==> src/rtl/interval_timer_ctrl_pkg.sv <==
// Interval timer controller: shared types.
// FSM state encoding and expiry mode constants.
package interval_timer_ctrl_pkg;

    typedef enum logic [1:0] {
        IDLE   = 2'd0,
        RUN    = 2'd1,
        PAUSED = 2'd2
    } state_t;

    localparam logic MODE_ONESHOT  = 1'b0;
    localparam logic MODE_PERIODIC = 1'b1;

endpackage

==> src/rtl/interval_timer_ctrl_if.sv <==
// Interval timer controller: control/status bundle.
// master = register block side, slave = timer side.
interface interval_timer_ctrl_if #(
    parameter int WIDTH       = 8,
    parameter int PRESC_WIDTH = 4
);
    logic                   start;
    logic                   stop;
    logic                   pause;
    logic                   mode;
    logic [WIDTH-1:0]       period;
    logic [PRESC_WIDTH-1:0] presc_div;
    logic                   irq_ack;
    logic [WIDTH-1:0]       count;
    logic                   busy;
    logic                   expired;
    logic                   irq;
    logic                   overrun;

    modport master (
        output start, stop, pause, mode, period, presc_div, irq_ack,
        input  count, busy, expired, irq, overrun
    );

    modport slave (
        input  start, stop, pause, mode, period, presc_div, irq_ack,
        output count, busy, expired, irq, overrun
    );
endinterface

==> src/rtl/interval_timer_ctrl_prescaler.sv <==
// Interval timer controller: tick prescaler.
// Emits a tick every div+1 enabled cycles; clear restarts the phase.
module timer_prescaler #(
    parameter int PRESC_WIDTH = 4
) (
    input  logic                   clk,
    input  logic                   rst,
    input  logic                   clear,
    input  logic                   enable,
    input  logic [PRESC_WIDTH-1:0] div,
    output logic                   tick
);
    logic [PRESC_WIDTH-1:0] cnt;

    assign tick = enable && (cnt == div);

    // Divider phase: cleared on (re)start/stop, frozen when disabled.
    always_ff @(posedge clk or posedge rst) begin
        if (rst) begin
            cnt <= '0;
        end else if (clear || tick) begin
            cnt <= '0;
        end else if (enable) begin
            cnt <= cnt + 1'b1;
        end
    end
endmodule

==> src/rtl/interval_timer_ctrl.sv <==
// Interval timer controller: FSM, counter and sticky interrupt.
// Prescaled up-counter with one-shot/periodic expiry and overrun.
module interval_timer_ctrl
    import interval_timer_ctrl_pkg::*;
#(
    parameter int WIDTH       = 8,
    parameter int PRESC_WIDTH = 4
) (
    input  logic                 clk,
    input  logic                 rst,
    interval_timer_ctrl_if.slave bus
);
    state_t                 state;
    state_t                 state_next;
    logic                   mode_q;
    logic [WIDTH-1:0]       period_q;
    logic [PRESC_WIDTH-1:0] div_q;
    logic [WIDTH-1:0]       count_q;
    logic                   expired_q;
    logic                   irq_q;
    logic                   overrun_q;
    logic                   restart;
    logic                   clear;
    logic                   run_en;
    logic                   tick;
    logic                   expiry;

    // stop beats start; either one discards any tick this cycle.
    assign restart = bus.start && !bus.stop;
    assign clear   = bus.start || bus.stop;
    assign run_en  = (state == RUN) && !bus.pause && !clear;
    assign expiry  = tick && (count_q == period_q);

    timer_prescaler #(
        .PRESC_WIDTH(PRESC_WIDTH)
    ) u_presc (
        .clk   (clk),
        .rst   (rst),
        .clear (clear),
        .enable(run_en),
        .div   (div_q),
        .tick  (tick)
    );

    // Shadow config, captured only on an effective start.
    always_ff @(posedge clk or posedge rst) begin
        if (rst) begin
            mode_q   <= MODE_ONESHOT;
            period_q <= '0;
            div_q    <= '0;
        end else if (restart) begin
            mode_q   <= bus.mode;
            period_q <= bus.period;
            div_q    <= bus.presc_div;
        end
    end

    // State register.
    always_ff @(posedge clk or posedge rst) begin
        if (rst) begin
            state <= IDLE;
        end else begin
            state <= state_next;
        end
    end

    // Next state: stop > start > pause > expiry.
    always_comb begin
        state_next = state;
        if (bus.stop) begin
            state_next = IDLE;
        end else if (bus.start) begin
            state_next = RUN;
        end else begin
            case (state)
                RUN: begin
                    if (bus.pause) begin
                        state_next = PAUSED;
                    end else if (expiry && mode_q == MODE_ONESHOT) begin
                        state_next = IDLE;
                    end
                end
                PAUSED: begin
                    if (!bus.pause) begin
                        state_next = RUN;
                    end
                end
                default: state_next = state;
            endcase
        end
    end

    // Counter, expiry pulse and sticky irq/overrun flags.
    always_ff @(posedge clk or posedge rst) begin
        if (rst) begin
            count_q   <= '0;
            expired_q <= 1'b0;
            irq_q     <= 1'b0;
            overrun_q <= 1'b0;
        end else begin
            expired_q <= expiry;
            if (clear || expiry) begin
                count_q <= '0;
            end else if (tick) begin
                count_q <= count_q + 1'b1;
            end
            if (expiry) begin
                irq_q <= 1'b1;
            end else if (bus.irq_ack) begin
                irq_q <= 1'b0;
            end
            if (bus.irq_ack) begin
                overrun_q <= 1'b0;
            end else if (expiry && irq_q) begin
                overrun_q <= 1'b1;
            end
        end
    end

    assign bus.count   = count_q;
    assign bus.busy    = (state != IDLE);
    assign bus.expired = expired_q;
    assign bus.irq     = irq_q;
    assign bus.overrun = overrun_q;
endmodule

==> src/flat_wrapper.sv <==
// flat-port wrapper written by rule: the top's interface ports become plain ports
module interval_timer_ctrl_flat import interval_timer_ctrl_pkg::*;
#(
    parameter int WIDTH       = 8,
    parameter int PRESC_WIDTH = 4
)
  (clk, rst, bus_start, bus_stop, bus_pause, bus_mode, bus_period, bus_presc_div, bus_irq_ack, bus_count, bus_busy, bus_expired, bus_irq, bus_overrun);
  interval_timer_ctrl_if #(.WIDTH(WIDTH), .PRESC_WIDTH(PRESC_WIDTH)) bus_i ();
  input  logic clk;
  input  logic rst;
  input wire logic [$bits(bus_i.start)-1:0] bus_start;
  input wire logic [$bits(bus_i.stop)-1:0] bus_stop;
  input wire logic [$bits(bus_i.pause)-1:0] bus_pause;
  input wire logic [$bits(bus_i.mode)-1:0] bus_mode;
  input wire logic [$bits(bus_i.period)-1:0] bus_period;
  input wire logic [$bits(bus_i.presc_div)-1:0] bus_presc_div;
  input wire logic [$bits(bus_i.irq_ack)-1:0] bus_irq_ack;
  output wire logic [$bits(bus_i.count)-1:0] bus_count;
  output wire logic [$bits(bus_i.busy)-1:0] bus_busy;
  output wire logic [$bits(bus_i.expired)-1:0] bus_expired;
  output wire logic [$bits(bus_i.irq)-1:0] bus_irq;
  output wire logic [$bits(bus_i.overrun)-1:0] bus_overrun;
  assign bus_i.start = bus_start;
  assign bus_i.stop = bus_stop;
  assign bus_i.pause = bus_pause;
  assign bus_i.mode = bus_mode;
  assign bus_i.period = bus_period;
  assign bus_i.presc_div = bus_presc_div;
  assign bus_i.irq_ack = bus_irq_ack;
  assign bus_count = bus_i.count;
  assign bus_busy = bus_i.busy;
  assign bus_expired = bus_i.expired;
  assign bus_irq = bus_i.irq;
  assign bus_overrun = bus_i.overrun;
  interval_timer_ctrl #(.WIDTH(WIDTH), .PRESC_WIDTH(PRESC_WIDTH)) u_core (.clk(clk), .rst(rst), .bus(bus_i));
endmodule
==> config.mk <==
export PLATFORM = sky130hd
export DESIGN_NAME = interval_timer_ctrl_flat
export DESIGN_NICKNAME = d
export VERILOG_FILES = /design/src/rtl/interval_timer_ctrl_pkg.sv /design/src/rtl/interval_timer_ctrl_if.sv /design/src/rtl/interval_timer_ctrl_prescaler.sv /design/src/rtl/interval_timer_ctrl.sv /design/src/flat_wrapper.sv
export SDC_FILE = /design/constraint.sdc
export NUM_CORES = 1
export LEC_CHECK = 0
export ABC_AREA = 1
export CORE_MARGIN = 1.5
export CORE_UTILIZATION = 55
export CTS_CLUSTER_SIZE = 12
export DETAILED_ROUTE_END_ITERATION = 7
export HOLD_SLACK_MARGIN = 0.05
export PLACE_DENSITY = 0.84
export SYNTH_ARGS = -nofsm -noshare
export SYNTH_HDL_FRONTEND = slang
export SYNTH_SLANG_ARGS = --single-unit
==> constraint.sdc <==
create_clock -name clk -period 2.9 [get_ports clk]
set_input_delay 0.29 -clock clk [delete_from_list [all_inputs] [get_ports clk]]
set_output_delay 0.29 -clock clk [all_outputs]
set_load 0.03 [all_outputs]
Yosys cells after proc, flatten, opt, wreduce, memory -nomap -nowiden
Index checks and enable logic that the tools add are counted.
{"block": "word_totals", "register_bits": 30, "input_bits": 19, "out_inout_bits": 12, "elab_cells": 52}
{"block": "classes", "n_addsub": 2, "n_eq_ne": 6, "muxes": 14, "bitwise_logic": 1, "n_reduce_logical": 20}
{"cell": "8-bit two-way mux", "count": 2}
{"cell": "2-bit two-way mux", "count": 5}
{"cell": "2-bit nonzero test", "count": 5}
{"cell": "8-bit by 1-bit adder with 8-bit output (second input constant)", "count": 1}
{"cell": "8-bit == test", "count": 1}
{"cell": "4-bit two-way mux", "count": 2}
{"cell": "1-bit logical AND", "count": 7}
{"cell": "5-bit != test (second input constant)", "count": 1}
{"cell": "4-bit by 1-bit adder with 4-bit output (second input constant)", "count": 1}
{"cell": "4-bit == test", "count": 1}
{"cell": "1-bit two-way mux", "count": 4}
{"cell": "4-bit != test (second input constant)", "count": 1}
{"cell": "2-bit case mux with 2 select lines", "count": 1}
{"cell": "4-bit nonzero test", "count": 1}
{"cell": "1-bit zero test", "count": 3}
{"cell": "1-bit logical OR", "count": 3}
{"cell": "3-bit AND reduction", "count": 1}
{"cell": "2-bit by 1-bit == test with 1-bit output (second input constant)", "count": 1}
{"cell": "2-bit == test (second input constant)", "count": 1}
{"cell": "1-bit inverter", "count": 1}

Longest topological paths before layout
{"block": "logic_depth", "ltp_word": 11, "ltp_mapped": 12, "mapped_depth_nobuf": 11}

Modules after synthesis
Synthesis repeated with hierarchy kept, for this count alone.
{"block": "hier_totals", "cells_unflattened": 202, "hier_area_um2": 1635.3}
{"mod": "interval_timer_ctrl", "n_inst": 1, "cells_per_inst": 164, "area_each_um2": 1361.3, "seq_area_each_um2": 650.6}
{"mod": "timer_prescaler", "n_inst": 1, "cells_per_inst": 38, "area_each_um2": 274.0, "seq_area_each_um2": 100.1}

Least setup slack after synthesis
Ideal clock, no wire load.
{"block": "synth_path", "path_kind": "reg-to-reg", "from": "register u_core.state[1]", "to": "register u_core.count_q[7], in the netlist u_core.bus.count[7]", "setup_time_ps": 120, "arrival_ps": 1386, "required_ps": 2780, "slack_ps": 1394, "stages_incl_launch_ff": 13, "n_path_buf": 1, "synth_period_minus_slack_ps": 1506, "cell_sequence": "dfrtp_1 -> inv_1 -> ha_1 -> nand3_2 -> inv_2 -> nand2_2 -> nor2_4 -> inv_2 -> nand2_2 -> buf_6 -> nand3_1 -> nand2_1 -> nor2_1"}
{"block": "synth_between", "elab_chain_cells": 7, "elab_cells_between_ends": 8, "cone_classes": "eq/ne (1); mux (1); reduce/logical (6)"}
{"item": "from (decl)", "line": "interval_timer_ctrl.sv:13", "source": "state_t state;"}
{"item": "from (signal assigned)", "line": "interval_timer_ctrl.sv:63", "source": "state <= state_next;"}
{"item": "2-bit by 1-bit == test with 1-bit output (*)", "line": "interval_timer_ctrl.sv:31", "source": "assign run_en = (state == RUN) && !bus.pause && !clear;"}
{"item": "1-bit logical AND (*) (2 in a row)", "line": "interval_timer_ctrl.sv:31"}
{"item": "1-bit logical AND (*)", "line": "interval_timer_ctrl_prescaler.sv:15", "source": "assign tick = enable && (cnt == div);"}
{"item": "1-bit logical AND", "line": "interval_timer_ctrl.sv:32", "source": "assign expiry = tick && (count_q == period_q);"}
{"item": "1-bit logical OR", "line": "interval_timer_ctrl.sv:102", "source": "if (clear || expiry) begin"}
{"item": "8-bit two-way mux / 2-bit nonzero test (equally long branches)"}
{"item": "to (signal assigned)", "line": "interval_timer_ctrl.sv:105", "source": "count_q <= count_q + 1'b1;"}
{"item": "to (decl)", "line": "interval_timer_ctrl.sv:18", "source": "logic [WIDTH-1:0] count_q;"}
Every way passes the cells marked *; elsewhere a longest branch is shown, timed or not.
A chain may end at the register's enable or synchronous reset.

Final worst setup path
{"block": "layout_path", "from": "register u_core.state[0]", "to": "output bus_busy"}
{"block": "layout_between", "elab_chain_cells": 1}
{"item": "2-bit nonzero test", "line": "interval_timer_ctrl.sv:121", "source": "assign bus.busy = (state != IDLE);"}
{"item": "to (decl)", "line": "flat_wrapper.sv:19", "source": "output wire logic [$bits(bus_i.busy)-1:0] bus_busy;"}
Every way passes these cells.

==> metrics.txt <==
status completed; gpl congestion between 0.7 and 0.8; Pre-antenna DRT Iters 4; area grow syn2layout 24.4%; Routed Antenna Nets 0; clock net sink count 30; Pleak between 0.9 and 1 nW; Max Slew Vio Count 0; flops & latches, synth 30; total power between 0.8 and 0.9 mW; hold buffer count at cts 0; CTS Buffer Depth 2; post-CTS setup buffer count 0; FP Rows 19; Crit path largest cell delay 650 ps; f_max about 510 MHz; Synth Cell Area roughly 1600 µm²; CP required about 2600 ps; PD cells about 430 nW/µm²; Total Routing Usage GR 22.2%; most used cell along the critical path inv_1; initial antenna violation count 0; Congestion Overflow GR 0; CP Launch Type flip-flop; first-pass GRT wire length between 5 and 6 mm; RR Startpoint u_core.state[1]; VDD IR max ~390 µV; top cells by area, synth dfrtp_1 (46%), nand2_1 (15%), inv_1 (7.7%), nor2_1 (7.2%), a21oi_1 (4.3%); share of cells above drive strength 1 about 8.4%; area of the multi-input gates between 700 and 800 µm²; initial drt markers 65; register area roughly 750 µm²; post-route cell area 2010 µm²; diode count 0; critical path class flip-flop to primary output; Post-Syn Instances about 210; CP max FO 3; routed vias/inst 5.05; maxcap violations 0; detailed-route via count around 1400; Placement Cell Area between 1500 and 2000 µm²; post-synthesis cell type with the largest combined area dfrtp_1; Initial Utilization ~58%; CTS buffer count 5; post-synth net total between 200 and 250; Residual DRC 0; Nets about 270; I/O pins 31; setup violators final 0; slowest cell on the critical path clkdlybuf4s50_1; Setup TNS Final 0 ps; Final min period about 2000 ps; Post-Layout Cell Count between 200 and 300; CTS tree built; largest net degree at the start of global routing 31; post_cts resized 0; htree depth 2; worst path cell trace inv_1 -> ha_1 -> inv_1 -> clkdlybuf4s50_1; port bufs 30; Rel. slew slack a little under three quarters; Post-Route WL about 3.2 mm; clock-pin transition on the worst setup and hold timing paths about 90 ps; final hold viol count 0; Fill cells 238; die area around 3300 µm²; CP arrival about 1700 ps; Worst Setup SP u_core.state[0]; Die Span Y 57.3 µm; final cycle utilization of the critical path 67.8%; DR WL/cell ~11 µm; Post-Route Skew roughly 4 ps; die width between 50 and 60 µm; Netlist cell types 22; Core Area roughly 2800 µm²; clk root buf clkbuf_4; syn avg cell area approximately 7.6 µm²; clk_lat worst skew ~330 ps; register area share after synthesis 46.4%; Post-DP HPWL between 2 and 2.5 mm; Worst Setup End Kind primary output; Hold Path Class input port to asynchronous set/reset pin; Worst-Margin Slew roughly 440 ps; share of the synthesized area in the top cell type 46.4%; RSZ-0062 raised after global routing false; yosys warns 0; number of global-route vias before repair roughly 1300; dpl cells 274
metrics by stage:
stage | hold WS, ps | worst slack, ps | util, %
floorplan | 353 | 1390 | -
global placement | 493 | 984 | 70.3
detailed placement | 502 | 912 | 70.3
CTS | 342 | 910 | 72.4
global route | 368 | 830 | 72.4
finish | 332 | 932 | 72.4
cells by family after synthesis:
family / count (synthesis) / share of synthesized area, %
AO/OA/AOI/OAI: 18 / 5.80
buffers and inverters: 38 / 9.27
flip-flops: 30 / 46.4
XOR/XNOR: 6 / 3.25
multiplexers: 2 / 1.39
adder cells (fa/ha/maj): 5 / 3.86
AND/OR/NAND/NOR: 115 / 30.1
worst paths after layout:
| check | to | slack [ps] | cells past startpoint |
|---|---|---|---|
| max | bus_busy | 930 | 4 |
| min | u_core.bus.count[3] | 330 | 3 |
| max reg2reg | u_core.bus.count[7] | 1200 | 11 |
| min reg2reg | u_core.state[1] | 510 | 2 |
| max in group asynchronous | u_core.state[0] | 2290 | 3 |
| min in group clk | u_core.state[1] | 510 | 2 |
synthesized netlist by cell type:
library cell / count
nand4_1: 1
dfrtp_1: 30
nand2_1: 63
nor2_2: 1
xor2_1: 4
nor3_1: 3
inv_1: 33
buf_6: 1
mux2_2: 2
a21oi_1: 14
nand2_2: 2
o21ai_0: 3
inv_2: 2
clkbuf_1: 2
nor2_4: 2
nand3_1: 9
a21oi_2: 1
nor4_1: 1
xnor2_1: 2
nor2_1: 31
nand3_2: 2
ha_1: 5
critical path: cells and delay by family, from the launching register on:
| family | cells | cell delay (ps) |
|---|---|---|
| flops | 1 | 400 |
| fa+ha+maj | 1 | 190 |
| buf+inv | 3 | 760 |
flip-flops by register name, indices dropped and copies added, names as in the netlist:
signal / count
u_core.state: 2
u_core.period_q: 8
u_core.bus.irq: 1
u_core.mode_q: 1
u_core.bus.count: 8
u_core.u_presc.cnt: 4
u_core.bus.overrun: 1
u_core.div_q: 4
u_core.bus.expired: 1
where the power goes:
part | switching (mW) | total [mW] | internal [mW]
clock network | 0.139 | 0.257 | 0.117
registers | 0.0175 | 0.463 | 0.446
logic | 0.0765 | 0.141 | 0.0648
total | 0.233 | 0.861 | 0.628
routing by layer:
| layer | global-route usage [%] | wire, µm |
|---|---|---|
| met5 | 0 | 0 |
| met4 | 11.6 | 31 |
| met3 | 4.76 | 189 |
| met2 | 34.6 | 1500 |
| met1 | 29.1 | 1470 |
layout by cell type (no fill, tap or decap):
master / instances
a21oi_1: 14
a21oi_2: 1
buf_4: 2
clkbuf_1: 1
clkbuf_4: 5
clkbuf_8: 1
clkdlybuf4s50_1: 30
clkinv_2: 1
dfrtp_1: 30
ha_1: 5
inv_1: 33
inv_2: 2
mux2_2: 2
nand2_1: 63
nand2_2: 2
nand3_1: 9
nand3_2: 2
nand4_1: 1
nor2_1: 31
nor2_2: 1
nor2_4: 2
nor3_1: 3
nor4_1: 1
o21ai_0: 3
xnor2_1: 2
xor2_1: 4
layout make-up:
type	count	share of cell area (%)
inverters	35	6.52
well taps	31	1.93
repair buffers	32	15.7
clock inverters	1	0.248
multi-input cells	146	35.7
flip-flops and latches	30	37.3
clock buffers	7	2.73
(Power assumes the default switching activity.)
